### config.mk
export PLATFORM = sky130hd
export DESIGN_NAME = seven_seg_display_ctrl
export DESIGN_NICKNAME = d
export VERILOG_FILES = /design/src/rtl/seven_seg_display_ctrl.sv
export SDC_FILE = /design/constraint.sdc
export NUM_CORES = 1
export LEC_CHECK = 0
export CORE_ASPECT_RATIO = 1.5
export CORE_MARGIN = 3
export CORE_UTILIZATION = 50
export DETAILED_ROUTE_END_ITERATION = 12
export PLACE_DENSITY = 0.79
export SETUP_SLACK_MARGIN = 0.4
export SKIP_LAST_GASP = 1
export SLEW_MARGIN = 10
export SYNTH_ARGS = -nofsm -noshare
export SYNTH_HDL_FRONTEND = slang
export SYNTH_SLANG_ARGS = --single-unit
### constraint.sdc
create_clock -name clk -period 1.8 [get_ports clk]
set_input_delay 0.36 -clock clk [delete_from_list [all_inputs] [get_ports clk]]
set_output_delay 0.36 -clock clk [all_outputs]
set_load 0.02 [all_outputs]
### src/rtl/seven_seg_display_ctrl.sv
// +-----------------------------------------------------------------------------+
// | seven_seg_display_ctrl: captures a bus value at a rate-limited tick or on    |
// | load, decodes hex nibbles to active-low seven-segment codes with leading-    |
// | zero blanking and per-digit blink. SEVSEG_SCAN_EN adds a multiplexed scan.  |
// | Revision: 1.0                                                               |
// +-----------------------------------------------------------------------------+
`default_nettype none

module seven_seg_display_ctrl #(
  parameter int NUM_DIGITS = 4,
  parameter int UPDATE_DIV = 12500000,
  parameter int BLINK_DIV  = 25000000,
  parameter int SCAN_DIV   = 50000
) (
  input  logic                    clk,
  input  logic                    Reset,
  input  logic [4*NUM_DIGITS-1:0] value_in,
  input  logic                    load,
  input  logic                    freeze,
  input  logic                    blank_lz_en,
  input  logic [NUM_DIGITS-1:0]   blink_mask,
  output logic [7*NUM_DIGITS-1:0] segs,
  output logic [4*NUM_DIGITS-1:0] value_shown,
  output logic                    update_tick
`ifdef SEVSEG_SCAN_EN
  ,
  output logic [NUM_DIGITS-1:0]   an,
  output logic [6:0]              scan_seg
`endif
);

  localparam int c_UPD_W = $clog2(UPDATE_DIV);
  localparam int c_BLK_W = $clog2(BLINK_DIV);
  localparam logic [c_UPD_W-1:0] c_UPD_LAST = c_UPD_W'(UPDATE_DIV - 1);
  localparam logic [c_BLK_W-1:0] c_BLK_LAST = c_BLK_W'(BLINK_DIV - 1);

  logic [c_UPD_W-1:0]      r_upd_cnt;
  logic [c_BLK_W-1:0]      r_blink_cnt;
  logic                    r_blink_phase;
  logic                    r_tick;
  logic [4*NUM_DIGITS-1:0] r_value;
  logic [7*NUM_DIGITS-1:0] r_segs;
  logic [7*NUM_DIGITS-1:0] w_segs_next;
  logic [NUM_DIGITS-1:0]   w_lz;
  logic                    w_run;
  logic                    w_upd_wrap;

  assign w_upd_wrap  = (r_upd_cnt == c_UPD_LAST);
  assign segs        = r_segs;
  assign value_shown = r_value;
  assign update_tick = r_tick;

  function automatic logic [6:0] f_decode(input logic [3:0] nib);
    case (nib)
      4'h0:    f_decode = 7'b0000001;
      4'h1:    f_decode = 7'b1001111;
      4'h2:    f_decode = 7'b0010010;
      4'h3:    f_decode = 7'b0000110;
      4'h4:    f_decode = 7'b1001100;
      4'h5:    f_decode = 7'b0100100;
      4'h6:    f_decode = 7'b0100000;
      4'h7:    f_decode = 7'b0001111;
      4'h8:    f_decode = 7'b0000000;
      4'h9:    f_decode = 7'b0000100;
      4'hA:    f_decode = 7'b0001000;
      4'hB:    f_decode = 7'b1100000;
      4'hC:    f_decode = 7'b0110001;
      4'hD:    f_decode = 7'b1000010;
      4'hE:    f_decode = 7'b0110000;
      default: f_decode = 7'b0111000;
    endcase
  endfunction

  always_ff @(posedge clk or negedge Reset) begin
    if (!Reset) begin
      r_upd_cnt     <= '0;
      r_blink_cnt   <= '0;
      r_blink_phase <= 1'b0;
      r_tick        <= 1'b0;
      r_value       <= '0;
      r_segs        <= '1;
    end else begin
      r_upd_cnt <= w_upd_wrap ? '0 : r_upd_cnt + c_UPD_W'(1);
      r_tick    <= w_upd_wrap;
      if (r_blink_cnt == c_BLK_LAST) begin
        r_blink_cnt   <= '0;
        r_blink_phase <= ~r_blink_phase;
      end else begin
        r_blink_cnt <= r_blink_cnt + c_BLK_W'(1);
      end
      if (!freeze && (load || w_upd_wrap)) begin
        r_value <= value_in;
      end
      r_segs <= w_segs_next;
    end
  end

  // Walk down from the top digit; a digit is a leading zero while every nibble
  // at or above it is zero. Digit 0 always stays lit.
  always_comb begin
    w_lz  = '0;
    w_run = 1'b1;
    for (int i = NUM_DIGITS - 1; i >= 0; i--) begin
      w_run   = w_run && (r_value[4*i +: 4] == 4'h0);
      w_lz[i] = w_run && (i != 0);
    end
  end

  for (genvar g = 0; g < NUM_DIGITS; g++) begin : g_digit
    logic w_blank;
    assign w_blank = (blank_lz_en && w_lz[g]) || (r_blink_phase && blink_mask[g]);
    assign w_segs_next[7*g +: 7] = w_blank ? 7'b1111111 : f_decode(r_value[4*g +: 4]);
  end

`ifdef SEVSEG_SCAN_EN
  localparam int c_SCN_W = $clog2(SCAN_DIV);
  localparam int c_IDX_W = (NUM_DIGITS > 1) ? $clog2(NUM_DIGITS) : 1;
  localparam logic [c_SCN_W-1:0] c_SCN_LAST = c_SCN_W'(SCAN_DIV - 1);
  localparam logic [c_IDX_W-1:0] c_IDX_LAST = c_IDX_W'(NUM_DIGITS - 1);

  logic [c_SCN_W-1:0]    r_scan_cnt;
  logic [c_IDX_W-1:0]    r_scan_idx;
  logic [NUM_DIGITS-1:0] r_an;
  logic [6:0]            r_scan_seg;

  assign an       = r_an;
  assign scan_seg = r_scan_seg;

  // an and scan_seg both follow the index held before the edge, keeping them aligned.
  always_ff @(posedge clk or negedge Reset) begin
    if (!Reset) begin
      r_scan_cnt <= '0;
      r_scan_idx <= '0;
      r_an       <= '1;
      r_scan_seg <= 7'b1111111;
    end else begin
      if (r_scan_cnt == c_SCN_LAST) begin
        r_scan_cnt <= '0;
        r_scan_idx <= (r_scan_idx == c_IDX_LAST) ? '0 : r_scan_idx + c_IDX_W'(1);
      end else begin
        r_scan_cnt <= r_scan_cnt + c_SCN_W'(1);
      end
      r_an       <= ~(NUM_DIGITS'(1) << r_scan_idx);
      r_scan_seg <= r_segs[7*int'(r_scan_idx) +: 7];
    end
  end
`endif

endmodule

`default_nettype wire

# Word-level counts from Yosys, hierarchy flattened
# Memories as Yosys holds them, arrays and structs flattened.
# Index checks and enable logic that the tools add are counted.
# Widths: inputs -> output; s select.
[word_totals]
ramBits = 0
latch_bits = 0
n_memories = 4
mem_bits_ro = 448
word_cells = 39
reg_bits = 95
inputBits = 25
[classes]
n_reduce_logical = 18
mul = 0
eq_ne = 2
n_bitwise = 1
mux = 6
magnitude_cmp = 0
n_div = 0
add_sub_neg = 2
shift = 0
[memory_table]
columns = ["name", "depth", "word_bits", "read_ports", "rd_clocked_by_memory_dff", "write_ports", "line", "source"]
rows = [
  ["(name not given)", 16, 7, 1, 0, 0, "54", "case (nib)"],
  ["(name not given)", 16, 7, 1, 0, 0, "54", ""],
  ["(name not given)", 16, 7, 1, 0, 0, "54", ""],
  ["(name not given)", 16, 7, 1, 0, 0, "54", ""],
]
[op_table]
columns = ["operator", "count"]
rows = [
  ["$mux 7", 4],
  ["$add 25x1->25 const B", 1],
  ["$eq 25x25->1 const B", 1],
  ["$mux 25", 1],
  ["$add 24x1->24 const B", 1],
  ["$eq 24x24->1 const B", 1],
  ["$mux 24", 1],
  ["$logic_not 4->1", 3],
  ["$logic_and 1x1->1", 10],
  ["$logic_or 1x1->1", 4],
  ["$logic_not 1->1", 1],
  ["$not 1->1", 1],
]

# Depth between registers and ports, before layout
[depth]
depth_word = 6
ltp_mapped = 7
ltp_nobuf = 6

# Worst setup path before layout
# No wires, ideal clock.
[synth_timing]
path_kind = "register -> register"
startpoint = "reg r_blink_cnt[0]"
endpoint = "reg r_blink_cnt[11]"
synth_period_minus_slack_ns = 1.883
setup_ns = 0.122
arrival_time_ns = 1.761
path_stages_with_launch = 7
required_time_ns = 1.678
setup_slack_ns = -0.083
path_cell_list = "dfrtp_1 -> ha_1 -> and4_1 -> nand4_1 -> nor3_1 -> buf_2 -> nor2_1"
[synth_via]
elab_chain_len = 2
word_cells_on_any_way = 3
[synth_lines]
columns = ["item", "line", "source"]
rows = [
  ["start, declared", "38", "logic [c_BLK_W-1:0] r_blink_cnt;"],
  ["start signal, assigned", "89", "r_blink_cnt <= r_blink_cnt + c_BLK_W'(1);"],
  ["$add 25x1->25 / $eq 25x25->1 (equally long branches)", "89, 85", ""],
  ["$mux 25 *", "85", "if (r_blink_cnt == c_BLK_LAST) begin"],
]
# Every way passes the cells marked *; elsewhere a longest branch is shown, timed or not.
# A chain may end at the register's enable or synchronous reset.

# Worst setup path in the final report
[layout_timing]
startpoint = "reg r_upd_cnt[1]"
endpoint = "reg r_upd_cnt[11]"
[layout_via]
elab_chain_len = 2
word_cells_on_any_way = 3
[layout_lines]
columns = ["item", "line", "source"]
rows = [
  ["start, declared", "37", "logic [c_UPD_W-1:0] r_upd_cnt;"],
  ["start signal, assigned", "83", "r_upd_cnt <= w_upd_wrap ? '0 : r_upd_cnt + c_UPD_W'(1);"],
  ["$add 24x1->24 / $eq 24x24->1 (equally long branches)", "83, 48", ""],
  ["$mux 24 *", "83", ""],
]
# Marked as above.

==> summary.md <==
| Metric | Value |
|---|---|
| Max VDD drop | 0.546 mV |
| IO Count | 70 |
| CP top delay family | simple AND/OR/NAND/NOR gates |
| First-pass GRT wire length | 26,300 um |
| Pwr per Cell Area | 840 nW/um2 |
| Synth Instances | 537 |
| Crit. Startpoint | r_upd_cnt[1]$_DFF_PN0_ |
| Skew final | 8.72 ps |
| Critical path's largest stage delay | 480 ps |
| Worst hold slack | 480 ps |
| Reg2reg start | r_upd_cnt[1]$_DFF_PN0_ |
| Global route overflow | 0 |
| Gpl congestion | 0.918 |
| DRT Pass-1 Iters | 7 |
| Worst setup EP type | flip-flop |
| Hold Crit Class | in -> async |
| Total negative slack | -172 ps |
| Cells along the critical path | nand4_1 > buf_4 > or4_4 > or3_4 > a21oi_2 |
| Area growth syn-to-layout | 52.4% |
| Net count after synthesis | 585 |
| Clk sinks | 95 |
| ANT nets after route | 0 |
| Longest Clk Path Bufs | 2 |
| CP Launch Type | flip-flop |
| Buffers plus inverters on the worst setup path | 1 |
| Fmax | 0.531 GHz |
| Iter 0 DRT Violations | 412 |
| Total design power | 6.70 mW |
| Maxcap violations | 0 |
| Worst skew pair latency | 350 ps |
| Syn Std Cell Area | 5230 um2 |
| Crit path kind | reg -> reg |
| Leading area contributor after synthesis | dfrtp_1 |
| Synth cell types | 50 |
| Max Slew Vio Count | 0 |
| Detailed-route DRC error count | 0 |
| Leak | 3.55 nW |
| WL final | 18,400 um |
| Warnings, synthesis | 0 |
| Fin crit share | 105% |
| Most frequent cell after synthesis | dfrtp_1 |
| WP data required | 2070 ps |
| Violated checks | setup timing |
| Fin crit period | 1880 ps |
| Die area | 11,700 um2 |
| Synth top cells by count | dfrtp_1 (67), nand2_1 (41), nor2_1 (40) |
| Fin util | 78.2% |
| HPWL Detailed | 9840 um |
| Initial antenna violation count | 1 |
| Worst-path clk slew | 70 ps |
| Sequential-to-total area share from yosys stat | 46.1% |
| Via density | 6.22 |
| Syn_area_per_cell | 9.74 um2 |
| Top cells by area, synth | dfrtp_1 (32%), dfstp_2 (14%), ha_1 (5.5%), o21ai_0 (3.3%), nand2_1 (2.9%) |
| Final net count | 754 |
| CTS root buffer | clkbuf_16 |
| #FFs+latches synth | 95 |
| Share of cells above drive strength 1 | 46.1% |
| GR Util All Layers | 28.4% |
| Chip Height | 131 um |
| Top cell type's share of synthesized area | 32.1% |
| Initial Util | 51.3% |
| Chip width | 89.5 um |
| Worst slew margin | 68.9% |
| PortBufs | 69 |
| Most used flip-flop cell after synthesis | dfrtp_1 |
| Placed instance count | 773 |
| Core box area | 10,200 um2 |
| Number of synthesized flops with an enable pin | 0 |
| Worst EP arrival | 2150 ps |
| WL/cell | 21.5 um |
| Vias | 5,307 |
| Largest net degree at the start of global routing | 38 |
| Fin. Hold Viols | 0 |
| Htree depth | 3 |
| Num CTS Buffers | 9 |
| Setup violations, final | 7 |
| Non-filler cells, final | 853 |
| Critical Path Fanout Max | 5 |
| Post-route setup slack | -81.5 ps |
| Tightest Pin Transition | 466 ps |
| Row count | 45 |
| Vias in the first global route | 5,355 |
| Ys async rst share | 100% |
| Run status | complete, but fails checks |
| Crit path max-delay cell type | or4_4 |
| CTS tree | done |
| RSZ-0062 raised after global routing | true |
-- through the flow --
step	instance area [um2]	worst slack (ps)
detailed placement	6520	-51.8
CTS	7410	10.2
finish	7970	-81.5
global placement	6520	7.10
floorplan	5410	66.2
global route	7970	-130
-- layer usage --
layer	share of wire (%)	wire length [um]	vias to the layer above	global-route usage (%)
met5	0	0	-	0
met4	6.4	1170	0	16.4
met3	5.6	1030	109	4.02
met2	54	9900	325	50.6
met1	34	6280	2579	30.7
li1	-	-	2294	-
-- final timing paths --
check	cells after the start	endpoint	slack, ps
setup reg to reg	5	r_upd_cnt[11]$_DFF_PN0_	-80
hold / removal	2	r_blink_cnt[4]$_DFF_PN0_	480
max in group asynchronous	3	segs[20]$_DFF_PN1_	720
min in group clk	1	r_upd_cnt[23]$_DFF_PN0_	520
setup / recovery	5	r_upd_cnt[11]$_DFF_PN0_	-80
hold reg to reg	1	r_upd_cnt[23]$_DFF_PN0_	520
-- registers in the layout, summed over array words and instances (netlist names) --
| name | flops |
|---|---|
| segs | 28 |
| r_blink_cnt | 25 |
| r_upd_cnt | 24 |
| value_shown | 16 |
| r_blink_phase | 1 |
| update_tick | 1 |
-- logic make-up (layout without fill, tap and decap cells) --
| logic type | after synthesis | count (layout) | synth area share [%] |
|---|---|---|---|
| AOI/OAI and AO/OA | 124 | 124 | 16.0 |
| xor gates and xnor gates | 30 | 30 | 5.02 |
| and+or+nand+nor | 189 | 190 | 19.2 |
| buffers and inverters | 64 | 237 | 5.33 |
| muxes | 12 | 12 | 2.80 |
| adders and majority gates | 23 | 23 | 5.50 |
| other | 0 | 1 | 0 |
| DFF | 95 | 95 | 46.1 |
-- final cells by class --
| cell class | count | area [um2] |
|---|---|---|
| inverter | 38 | 153 |
| fill | 561 | 2220 |
| timing repair buffer | 183 | 1550 |
| sequential | 95 | 2430 |
| antenna | 1 | 2.50 |
| clock buffer | 12 | 256 |
| multi-input combinational | 379 | 3320 |
| clock inverter | 4 | 76.3 |
| tap | 141 | 176 |
-- repair_timing --
| action | CTS | global route |
|---|---|---|
| gates resized for setup | 258 | 115 |
| endpoints found under the hold margin | 20 | 0 |
| pin swaps | 34 | 30 |
| hold buffers | 1 | 0 |
| cloned | 3 | 3 |
| setup buffers | 40 | 16 |
| endpoints found under the setup margin | 124 | 98 |
-- placed cells by master, fill, tap and decap left out, types with 6 or more instances in the layout --
cell and count:
nand2b_1 6, nor2_1 26, nor2_2 8, xnor2_1 15, a22oi_1 16, nor2b_1 7, o21ai_0 18, dfrtp_2 15
o211ai_1 18, o311ai_2 9, dfstp_2 28, nand3_1 19, o21ai_1 15, a21oi_2 9, buf_6 25, dfrtp_1 52
ha_4 8, o311ai_4 8, clkdlybuf4s50_1 23, inv_1 31, clkbuf_16 9, nor2_4 6, buf_4 89, buf_2 29
nand4_1 15, xor2_1 12, ha_1 15, mux2i_1 9, nand2_1 35, a21oi_1 6
-- power by group --
group          switching (mW)  total [mW]  internal (mW)
logic                    1.10        1.92          0.821
registers               0.134        2.61           2.48
clock network           0.864        2.16           1.30
total                    2.09        6.70           4.60
Power figures use the tool's default switching activity.
